File: src/rtl/framebuffer_swap_ctrl.sv
// Double-buffer controller for the display framebuffer pair: owns front/back selection,
// sequences a tear-free swap at end of frame, optionally clears the new back buffer.
module framebuffer_swap_ctrl #(
  parameter int ADDR_W = 15,
  parameter int DATA_W = 12,
  parameter int WIDTH  = 160,
  parameter int HEIGHT = 120
) (
  input  logic              clk_pixel,
  input  logic              rstn_pixel,
  input  logic              frame_end,
  input  logic              swap_req,
  input  logic              clear_en,
  input  logic [DATA_W-1:0] clear_color,
  output logic              busy,
  output logic              swap_ack,
  output logic              front_sel,
  input  logic              wr_en,
  input  logic [ADDR_W-1:0] wr_addr,
  input  logic [DATA_W-1:0] wr_data,
  output logic              wr_ready,
  output logic              fb_wr_en,
  output logic              fb_wr_sel,
  output logic [ADDR_W-1:0] fb_wr_addr,
  output logic [DATA_W-1:0] fb_wr_data
);

  localparam int                PIXELS    = WIDTH * HEIGHT;
  localparam logic [ADDR_W-1:0] LAST_ADDR = ADDR_W'(PIXELS - 1);

  localparam logic [1:0] IDLE    = 2'd0;
  localparam logic [1:0] WAIT_FE = 2'd1;
  localparam logic [1:0] CLEAR   = 2'd2;
  localparam logic [1:0] DONE    = 2'd3;

  logic [1:0]        state;
  logic              clear_en_q;
  logic [DATA_W-1:0] clear_color_q;
  logic [ADDR_W-1:0] clr_cnt;
  logic              wr_acc;
  logic              clr_wr;

  assign busy     = (state != IDLE);
  assign wr_ready = (state == IDLE) || (state == WAIT_FE);
  assign wr_acc   = wr_en && wr_ready;
  assign clr_wr   = (state == CLEAR);

  always_ff @(posedge clk_pixel or negedge rstn_pixel) begin
    if (!rstn_pixel) begin
      state      <= IDLE;
      front_sel  <= 1'b0;
      swap_ack   <= 1'b0;
      clear_en_q <= 1'b0;
      clr_cnt    <= '0;
    end else begin
      swap_ack <= (state == DONE);
      case (state)
        IDLE: begin
          if (swap_req) begin
            clear_en_q <= clear_en;
            state      <= WAIT_FE;
          end
        end
        WAIT_FE: begin
          if (frame_end) begin
            front_sel <= ~front_sel;
            state     <= clear_en_q ? CLEAR : DONE;
          end
        end
        CLEAR: begin
          if (clr_cnt == LAST_ADDR) begin
            clr_cnt <= '0;
            state   <= DONE;
          end else begin
            clr_cnt <= clr_cnt + 1'b1;
          end
        end
        default: state <= IDLE;
      endcase
    end
  end

  always_ff @(posedge clk_pixel) begin
    if ((state == IDLE) && swap_req) clear_color_q <= clear_color;
  end

  // Write stage: renderer and clear engine share one registered path; back = ~front_sel
  // at issue, so a write accepted on the frame_end cycle still lands in the old back buffer.
  always_ff @(posedge clk_pixel or negedge rstn_pixel) begin
    if (!rstn_pixel) begin
      fb_wr_en   <= 1'b0;
      fb_wr_sel  <= 1'b0;
      fb_wr_addr <= '0;
      fb_wr_data <= '0;
    end else begin
      fb_wr_en  <= wr_acc || clr_wr;
      fb_wr_sel <= ~front_sel;
      if (clr_wr) begin
        fb_wr_addr <= clr_cnt;
        fb_wr_data <= clear_color_q;
      end else if (wr_acc) begin
        fb_wr_addr <= wr_addr;
        fb_wr_data <= wr_data;
      end
    end
  end

endmodule

File: config.mk
export PLATFORM = sky130hd
export DESIGN_NAME = framebuffer_swap_ctrl
export DESIGN_NICKNAME = d
export VERILOG_FILES = /design/src/rtl/framebuffer_swap_ctrl.sv
export SDC_FILE = /design/constraint.sdc
export NUM_CORES = 1
export LEC_CHECK = 0
export CORE_MARGIN = 10
export CORE_UTILIZATION = 47
export CTS_CLUSTER_DIAMETER = 80
export DETAILED_ROUTE_END_ITERATION = 8
export PLACE_DENSITY = 0.81
export SLEW_MARGIN = 25
export SYNTH_ARGS = -nofsm -noshare
export SYNTH_HDL_FRONTEND = slang
export SYNTH_SLANG_ARGS = --single-unit
File: constraint.sdc
create_clock -name clk_pixel -period 2.1 [get_ports clk_pixel]
set_clock_uncertainty 0.15 [all_clocks]
set_input_delay 0.63 -clock clk_pixel [delete_from_list [all_inputs] [get_ports clk_pixel]]
set_output_delay 0.63 -clock clk_pixel [all_outputs]
set_load 0.1 [all_outputs]
==> results of run 1 <==
layer usage:
metal | part of all wire | vias up | GRT usage
met5 | 0 | - | 0
met4 | 0.027 | 0 | 0.08717
met3 | 0.057 | 15 | 0.04825
met2 | 0.52 | 71 | 0.2758
met1 | 0.40 | 1051 | 0.1803
li1 | - | 1013 | -
final cells by class:
| cell class | instances | area share |
|---|---|---|
| clock buffer | 15 | 0.04159 |
| clock inverter | 1 | 0.001180 |
| inverter | 8 | 0.008555 |
| multi-input combinational | 154 | 0.2593 |
| sequential | 61 | 0.3743 |
| tap | 72 | 0.02124 |
| timing repair buffer | 92 | 0.2938 |
critical path: stages (launching register included):
cell	delay, ns
dfrtp_1	0.39
inv_2	0.11
ha_4	0.16
clkinvlp_4	0.17
nand2_8	0.10
buf_12	0.17
per-stage QoR:
stage / cell area, um2 / TNS, ns
finish: 4242 / -0.1805
detailed placement: 4004 / 0
floorplan: 2769 / -0.1634
CTS: 4219 / -0.1891
global placement: 4004 / 0
global route: 4242 / -0.2873
cell families (layout without fill, tap and decap cells):
group                    count (synthesis)  in the layout
flip-flops                              61             61
buffers and inverters                   18            116
multiplexers                            32             32
adder cells (fa/ha/maj)                  6              6
AO/OA/AOI/OAI                           40             40
AND/OR/NAND/NOR                         66             66
XOR/XNOR                                10             10
worst max path at each step:
stage / startpoint / to / slack (ns) / cells past startpoint
4_1_cts: state[0] / wr_ready / -0.13 / 5
3_3_place_gp: frame_end / state[0] / 0.16 / 4
3_5_place_dp: wr_en / fb_wr_addr[1] / 0.09 / 5
5_1_grt: state[0] / wr_ready / -0.16 / 5
6_report: state[1] / wr_ready / -0.12 / 5
2_1_floorplan: state[0] / wr_ready / -0.16 / 4
repair_timing:
item / 4_1_cts / 5_1_grt
endpoints found under the setup margin: 2 / 2
setup buffers: 4 / 3
pin swaps: 2 / 1
gates resized for setup: 2 / 1
state kept, by name (all words and copies together), names as in the netlist:
name,count
fb_wr_addr,15
state,2
swap_ack,1
fb_wr_en,1
clear_color_q,12
clear_en_q,1
front_sel,1
fb_wr_data,12
fb_wr_sel,1
clr_cnt,15
cells in the final DEF, fill, tap and decap left out, types with 12 or more instances in the layout:
master           Yosys  routed
dfrtp_1             49      48
clkdlybuf4s50_1      0      43
buf_12               0      36
nor2_1              32      32
mux2i_1             29      29
a21oi_1             28      28
edfxtp_1            12      12
clkbuf_8             0      12
buf_4                1      12
==> run summary, run 1 <==
Run status
• **outcome** complete, but fails checks
• **violated checks** setup timing

Global route
• **wire length of the first global-routing pass** 11270 um
• **overflow left after global routing** 0
• **number of antenna violations at the first check in global routing** 0
• **maximum number of pins on one net before global-route repair** 56
• **GR Util All Layers** 0.1627
• **via count of the first global-routing pass** 2200

Final layout
• **non-filler instance count after layout** 403
• **fraction of final layout cells with drive strength greater than 1** 0.2417
• **combined flip-flop and latch cell area** 0.001588 mm2
• **number of inserted diodes** 0
• **total area of multi-input combinational cells** 0.001100 mm2
• **fin nets** 377
• **Layout fillers** 364
• **area overhead of the layout relative to synthesis** 55.01%
• **final standard cell utilization of the core** 0.7609

Yosys
• **netlist area before placement** 0.002736 mm2
• **post-synth net total** 284
• **post-synthesis mux area share** 0.1184
• **number of enable-type register cells in the synthesized netlist** 12
• **dominant cell by count in the synthesized netlist** dfrtp_1
• **fraction of the mapped netlist area in adder cells** 0.02743
• **count of cell types in the netlist** 37
• **fraction of synthesized cell area in xor and xnor cells** 0.03201
• **flops & latches, synth** 61
• **YS warnings** 0
• **Async SR Flop Fraction** 0.8033
• **Synth Instances** 233
• **most frequent cells after synthesis** dfrtp_1, nor2_1, mux2i_1, a21oi_1, edfxtp_1
• **combinational family with the most area after synthesis** simple AND/OR/NAND/NOR gates
• **compound-gate portion of the synthesized area** 0.07956
• **cell types with the largest area share after synthesis** dfrtp_1, edfxtp_1, mux2i_1, a21oi_1, nor2_1
• **cell accounting for the most synthesized area** dfrtp_1
• **share of synthesized area occupied by flip-flops and latches** 0.5798
• **Synth top area share** 0.4481
• **dominant register cell in the synthesized netlist** dfrtp_1
• **mean cell area of the mapped netlist** 11.74 um2
• **fraction of the mapped netlist area in simple logic gates** 0.1331

Critical path
• **FF-to-FF Start** state[0]
• **crit end category** output port
• **startpoint types** register
• **critical register-to-register path endpoint** state[0]
• **Data required, critical path** 1.32 ns
• **arrival time reported for the critical path endpoint** 1.44 ns
• **flop-to-flop setup slack** 0.08 ns
• **class of the most critical setup path** register to output port
• **crit path max fanout** 3
• **Worst R2R Path Depth** 8

Clock tree
• **level count of the clock H-tree** 3
• **library cell used as clock root buffer** clkbuf_8
• **Clk pin slew, worst setup/hold paths** 0.06 ns
• **Clock Sink Count** 61
• **buffers from clock root to sink, at most** 2
• **Worst-Skew Late Latency** 0.33 ns
• **TritonCTS clock tree** built
• **hold_buf cts** 0
• **number of clock buffers inserted by TritonCTS** 9

Worst hold path
• **type of the most critical hold path** primary input to asynchronous set/reset pin

Detailed routing
• **overall routed net length** 7113 um
• **total number of vias** 2150
• **average detailed-routed wire length per instance** 17.65 um
• **post-route DRC violation count** 0
• **average via count per standard cell** 5.335
• **Detailed Routing Iterations Pass 1** 4
• **final antenna-violating net count** 0
• **number of DRC violations after detailed-routing iteration 0** 91

Floorplanning
• **num ports** 78
• **core box area** 0.005574 mm2
• **floorplan die area** 0.009274 mm2
• **initial standard-cell utilization of the core** 0.4909
• **number of standard-cell rows in the floorplan** 27
• **height of the chip** 96.30 um
• **die boundary width** 96.30 um

Timing
• **pin slew with the least headroom to its limit** 0.3304 ns
• **RSZ-0062 raised after global routing** yes
• **Final WS setup** -0.1166 ns
• **post-route worst hold slack** 0.1209 ns
• **Slew Limit Fails** 0
• **worst rel slew slack** 0.7788
• **Max Freq** 451.2 MHz
• **min cycle time layout** 2.217 ns
• **final hold violation count** 0
• **number of setup violations in the final report** 2
• **period utilization** 1.056

Place
• **count of buffers inserted at the top-level ports** 77
• **number of instances in the placed design** 380
• **estimated wirelength of the detail-placed design** 5217 um
• **final estimated routing congestion in global placement** 0.8193
• **pre-CTS setup slack** 0.09404 ns

Job
• **Max-Cap Viols** 0

Power of run 1 is not shown: default switching activity piles up to over one toggle a cycle in this logic, so the estimate is an artifact.
==> inputs of run 2 (changes only) <==
- CAP_MARGIN: default -> 10
- CORE_ASPECT_RATIO: default -> 0.6
==> run 2 against run 1 <==
  * The flow still finishes with violations (setup timing)
  * Sequential share of layout area down 0.49 points
  * Global-route usage rose by 0.11 points
  * Sequential cell count is the same
  * Worst setup slack got worse by 0.0047 ns
  * Die area is 1.1% higher
  * Register-to-register slack gained 0.04 ns
  * Largest cell class unchanged
  * Highest routed layer unchanged
==> run summary, run 2 (synthesis gave the netlist of run 1 again) <==
Run status
• **outcome** complete, but fails checks
• **violated checks** setup timing

Final layout
• **combined flip-flop and latch cell area** 0.001588 mm2, unchanged
• **non-filler instance count after layout** 416, +3.2%
• **total area of multi-input combinational cells** 0.001105 mm2, +0.46%
• **most common cell after layout, fill and taps aside** dfrtp_1
• **fraction of final layout cells with drive strength greater than 1** 0.2589, +0.01724
• **Layout fillers** 360, -1.1%
• **highest-count cells in the layout ignoring fill and taps** dfrtp_1, clkdlybuf4s50_1, buf_12
• **fin nets** 382, +1.3%
• **number of inserted diodes** 0, unchanged
• **area overhead of the layout relative to synthesis** 57.06%
• **registers with the highest flip-flop counts** clr_cnt (15), fb_wr_addr (15)

Critical path
• **Top Family by Delay on Critical Path** flip-flops
• **flop-to-flop setup slack** 0.12 ns, +0.04 ns
• **Worst R2R Path Depth** 8, unchanged
• **arrival time reported for the critical path endpoint** 1.44 ns, about the same
• **Slowest cell on crit path** dfrtp_2
• **critical path buffer and inverter count** 3, unchanged
• **endpoint of the most critical setup path** wr_ready
• **crit end category** output port
• **Data required, critical path** 1.32 ns, about the same
• **max incr delay on CP** 0.44 ns, +0.05 ns
• **instance count on the critical path** 5, unchanged
• **critical register-to-register path endpoint** clr_cnt[11]
• **class of the most critical setup path** register to output port
• **crit path max fanout** 4, +1
• **CP cell instances** inv_2 -> ha_4 -> clkinvlp_4 -> nand2_8 -> buf_12
• **critical path launch point** state[0]
• **FF-to-FF Start** state[0]
• **startpoint types** register

Job
• **Max-Cap Viols** 0, unchanged

Floorplanning
• **num ports** 78, unchanged
• **core box area** 0.005597 mm2, +0.40%
• **height of the chip** 79.11 um, -18%
• **floorplan die area** 0.009374 mm2, +1.1%
• **initial standard-cell utilization of the core** 0.4889, -0.001976
• **number of standard-cell rows in the floorplan** 21, -22%
• **die boundary width** 118.5 um, +23%

Clock tree
• **TritonCTS clock tree** built
• **Clock Sink Count** 61, unchanged
• **buffers from clock root to sink, at most** 2, unchanged
• **hold_buf cts** 0, unchanged
• **Worst-Skew Late Latency** 0.34 ns, about the same
• **level count of the clock H-tree** 3, unchanged
• **library cell used as clock root buffer** clkbuf_8
• **number of clock buffers inserted by TritonCTS** 9, unchanged
• **Clk pin slew, worst setup/hold paths** 0.07 ns, about the same

Place
• **final estimated routing congestion in global placement** 0.8799, +7.4%
• **number of instances in the placed design** 391, +2.9%
• **estimated wirelength of the detail-placed design** 5464 um, +4.7%
• **count of buffers inserted at the top-level ports** 77, unchanged

Worst hold path
• **type of the most critical hold path** primary input to asynchronous set/reset pin

Global route
• **maximum number of pins on one net before global-route repair** 50, -11%
• **overflow left after global routing** 0, unchanged
• **wire length of the first global-routing pass** 12160 um, +7.9%
• **via count of the first global-routing pass** 2253, +2.4%
• **GR Util All Layers** 0.1638, +0.001072
• **number of antenna violations at the first check in global routing** 0, unchanged

Timing
• **min cycle time layout** 2.221 ns, +0.004743 ns
• **Slew Limit Fails** 0, unchanged
• **final hold violation count** 0, unchanged
• **period utilization** 1.058, +0.002259
• **RSZ-0062 raised after global routing** yes
• **pin slew with the least headroom to its limit** 0.4106 ns, +0.08025 ns
• **number of setup violations in the final report** 2, unchanged
• **Final WS setup** -0.1213 ns, -0.004743 ns
• **Max Freq** 450.2 MHz, -0.21%
• **setup tns final** -0.1958 ns, -0.01534 ns
• **worst rel slew slack** 0.7263, -0.05254

Detailed routing
• **final antenna-violating net count** 0, unchanged
• **post-route DRC violation count** 0, unchanged
• **total number of vias** 2180, +1.4%
• **number of DRC violations after detailed-routing iteration 0** 179, +97%
• **overall routed net length** 7435 um, +4.5%
• **Detailed Routing Iterations Pass 1** 4, unchanged
• **average via count per standard cell** 5.240, -1.8%
• **average detailed-routed wire length per instance** 17.87 um, +1.3%

==> run 2: changes by cell type in the layout (fill, tap and decap cells not counted), sizes merged <==
cell | previous run | this run
clkbuf | 15 | 11
bufinv | 0 | 1
clkinvlp | 1 | 2
buf | 49 | 54
clkinv | 1 | 3
==> run 2: worst min-delay path by stage <==
stage | start | endpoint | slack, ns
after floorplan | rstn_pixel | clear_en_q | 0.18
after global placement | clr_cnt[14] | clr_cnt[14] | 0.36
after detailed placement | front_sel | fb_wr_sel | 0.37
after CTS | rstn_pixel | fb_wr_data[8] | 0.06
after global routing | rstn_pixel | fb_wr_data[8] | 0.08
final | rstn_pixel | fb_wr_data[8] | 0.06
==> run 2: cell type report <==
cell class                 instances  share of cell area
clock buffer                      11             0.03057
clock inverter                     5             0.01223
inverter                           8            0.007860
multi-input combinational        154              0.2571
sequential                        61              0.3694
tap                               80             0.02329
timing repair buffer              97              0.2996
==> run 2: timing repair <==
item | 4_1_cts | 5_1_grt
pin swaps | 2 | 1
endpoints found under the setup margin | 2 | 10
resized for setup | 0 | 4
setup buffers | 7 | 2
cloned | 0 | 0
==> run 2: per-layer routing <==
layer	routed length (um)	share of wire	up-vias	GRT usage
met5	0	0	-	0
met4	107	0.014	0	0.04612
met3	623	0.084	17	0.07133
met2	3411	0.46	100	0.2508
met1	3293	0.44	1039	0.2078
li1	-	-	1024	-
==> run 2: metrics by stage <==
step / worst slack [ns] / cell area (um2) / hold WS, ns / util
floorplan: -0.1634 / 2769 / 0.1844 / -
global placement: 0.1082 / 4036 / 0.3565 / 0.7212
detailed placement: 0.02880 / 4036 / 0.3663 / 0.7212
CTS: -0.1417 / 4273 / 0.06428 / 0.7635
global route: -0.1756 / 4298 / 0.07668 / 0.7679
finish: -0.1213 / 4298 / 0.05832 / 0.7679
Power of run 2 is left out for the same reason.
==> inputs of run 3 (changes only) <==
--- a/config.mk
+++ b/config.mk
@@ -10,6 +10,6 @@
 export CORE_MARGIN = 10
-export CORE_UTILIZATION = 47
+export CORE_UTILIZATION = 40
 export CTS_CLUSTER_DIAMETER = 80
 export DETAILED_ROUTE_END_ITERATION = 8
-export PLACE_DENSITY = 0.81
+export PLACE_DENSITY = 0.71
 export SLEW_MARGIN = 25
==> constraint.sdc (replaced) <==
create_clock -name clk_pixel -period 2.1 [get_ports clk_pixel]
set_clock_uncertainty 0.15 [all_clocks]
set_input_delay 0.42 -clock clk_pixel [delete_from_list [all_inputs] [get_ports clk_pixel]]
set_output_delay 0.42 -clock clk_pixel [all_outputs]
set_load 0.1 [all_outputs]
==> run 3 against run 2 <==
  * The flow now finishes without violations
  * Hold slack improved by 0.31 ns
  * First-iteration DRC count increased by 13%
  * Cell count unchanged
  * Via count decreased by 6.1%
  * Sequential cell count unchanged
  * Non-clock buffer count decreased by 7
  * Maximum frequency increased by 10%
  * Cell area decreased by 5.4%
  * Highest routed layer unchanged
==> run summary, run 3 (synthesis gave the netlist of run 1 again) <==
Final layout
• **non-filler instance count after layout** 416, unchanged
• **registers with the highest flip-flop counts** clr_cnt (15), fb_wr_addr (15)
• **most common cell after layout, fill and taps aside** dfrtp_1
• **fin nets** 375, -1.8%
• **number of inserted diodes** 0, unchanged
• **area overhead of the layout relative to synthesis** 48.61%
• **fraction of final layout cells with drive strength greater than 1** 0.2462, -0.01273
• **post-route cell area** 0.004066 mm2, -5.4%
• **highest-count cells in the layout ignoring fill and taps** dfrtp_1, clkdlybuf4s50_1, buf_4

Run status
• **outcome** finished clean

Place
• **final estimated routing congestion in global placement** 0.7874, -11%
• **number of instances in the placed design** 396, +1.3%
• **instance area at placement** 0.003686 mm2, -8.7%
• **estimated wirelength of the detail-placed design** 4929 um, -9.8%
• **count of buffers inserted at the top-level ports** 77, unchanged

Critical path
• **class of the most critical setup path** register to output port
• **startpoint types** register
• **arrival time reported for the critical path endpoint** 1.45 ns, about the same
• **Data required, critical path** 1.53 ns, +0.21 ns
• **crit path max fanout** 5, +1
• **crit end category** output port

Worst hold path
• **type of the most critical hold path** register to register

Timing
• **number of setup violations in the final report** 0, -2
• **Slew Limit Fails** 0, unchanged
• **worst rel slew slack** 0.7717, +0.04541
• **setup tns final** 0 ns, +0.1958 ns
• **pin slew with the least headroom to its limit** 0.3425 ns, -0.06812 ns
• **min cycle time layout** 2.020 ns, -0.2016 ns
• **final hold violation count** 0, unchanged
• **RSZ-0062 raised after global routing** no
• **period utilization** 0.9618, -0.09600
• **Max Freq** 495.1 MHz, +10%

Floorplanning
• **initial standard-cell utilization of the core** 0.4116, -0.07730
• **core box area** 0.006648 mm2, +19%
• **floorplan die area** 0.01066 mm2, +14%
• **height of the chip** 84.07 um, +6.3%
• **num ports** 78, unchanged
• **die boundary width** 126.8 um, +7.0%
• **number of standard-cell rows in the floorplan** 23, +9.5%

Clock tree
• **level count of the clock H-tree** 3, unchanged
• **Clock Sink Count** 61, unchanged
• **buffers from clock root to sink, at most** 2, unchanged
• **library cell used as clock root buffer** clkbuf_16
• **TritonCTS clock tree** built
• **Clk pin slew, worst setup/hold paths** 0.05 ns, -0.02 ns
• **Worst-Skew Late Latency** 0.32 ns, -0.02 ns
• **number of clock buffers inserted by TritonCTS** 9, unchanged

Detailed routing
• **average via count per standard cell** 4.921, -6.1%
• **final antenna-violating net count** 0, unchanged
• **number of DRC violations after detailed-routing iteration 0** 202, +13%
• **average detailed-routed wire length per instance** 16.56 um, -7.3%
• **total number of vias** 2047, -6.1%
• **post-route DRC violation count** 0, unchanged
• **overall routed net length** 6890 um, -7.3%
• **Detailed Routing Iterations Pass 1** 4, unchanged

Global route
• **GR Util All Layers** 0.1327, -0.03107
• **number of antenna violations at the first check in global routing** 0, unchanged
• **wire length of the first global-routing pass** 11280 um, -7.3%
• **overflow left after global routing** 0, unchanged
• **via count of the first global-routing pass** 2043, -9.3%
• **maximum number of pins on one net before global-route repair** 50, unchanged

Job
• **Max-Cap Viols** 0, unchanged

-- run 3: stage by stage --
stage / worst slack (ns) / hold slack (ns) / utilization
global route: 0.008499 / 0.4055 / 0.6117
detailed placement: 0.2050 / 0.2766 / 0.5545
CTS: 0.02280 / 0.3796 / 0.6083
global placement: 0.2284 / 0.2782 / 0.5545
finish: 0.08030 / 0.3666 / 0.6117
floorplan: 0.004774 / -0.02559 / -
-- run 3: path summary, 6_finish.rpt --
check                            start           to  slack, ns  depth (start not counted)
setup reg to reg              state[0]   clr_cnt[7]       0.20                          6
hold / removal             clr_cnt[14]  clr_cnt[14]       0.37                          1
max in group asynchronous   rstn_pixel     state[0]       1.08                          3
hold reg to reg            clr_cnt[14]  clr_cnt[14]       0.37                          1
min in group asynchronous   rstn_pixel     fb_wr_en       0.47                          3
setup / recovery              state[0]     wr_ready       0.08                          5
-- run 3: worst max-delay path, cell delays in order, from the launching register on --
cell and delay [ns]:
dfrtp_2 0.45, inv_4 0.09, ha_4 0.16, clkinvlp_4 0.17, nand2_8 0.10, buf_12 0.17
-- run 3: timing repair --
action | 4_1_cts | 5_1_grt
pin swaps | 0 | 0
gates cloned | 0 | 0
setup endpoints to repair | 1 | 2
hold buffers | 1 | 0
endpoints found under the hold margin | 49 | 0
buffers inserted | 1 | 2
gates resized for setup | 1 | 4
-- run 3: per-layer routing --
metal / part of all wire / GRT usage
met1: 0.51 / 0.1876
met2: 0.41 / 0.1710
met3: 0.078 / 0.06662
met4: 0.0035 / 0.03296
met5: 0 / 0
-- run 3: final cells by class --
type	instances	area [um2]
fillers	526	2581
flip-flops and latches	61	1589
multi-input cells	154	1109
repair buffers	90	883.3
clock buffers	10	229.0
clock inverters	6	111.4
well taps	87	108.9
inverters	8	36.28
Power of run 3 is left out for the same reason.
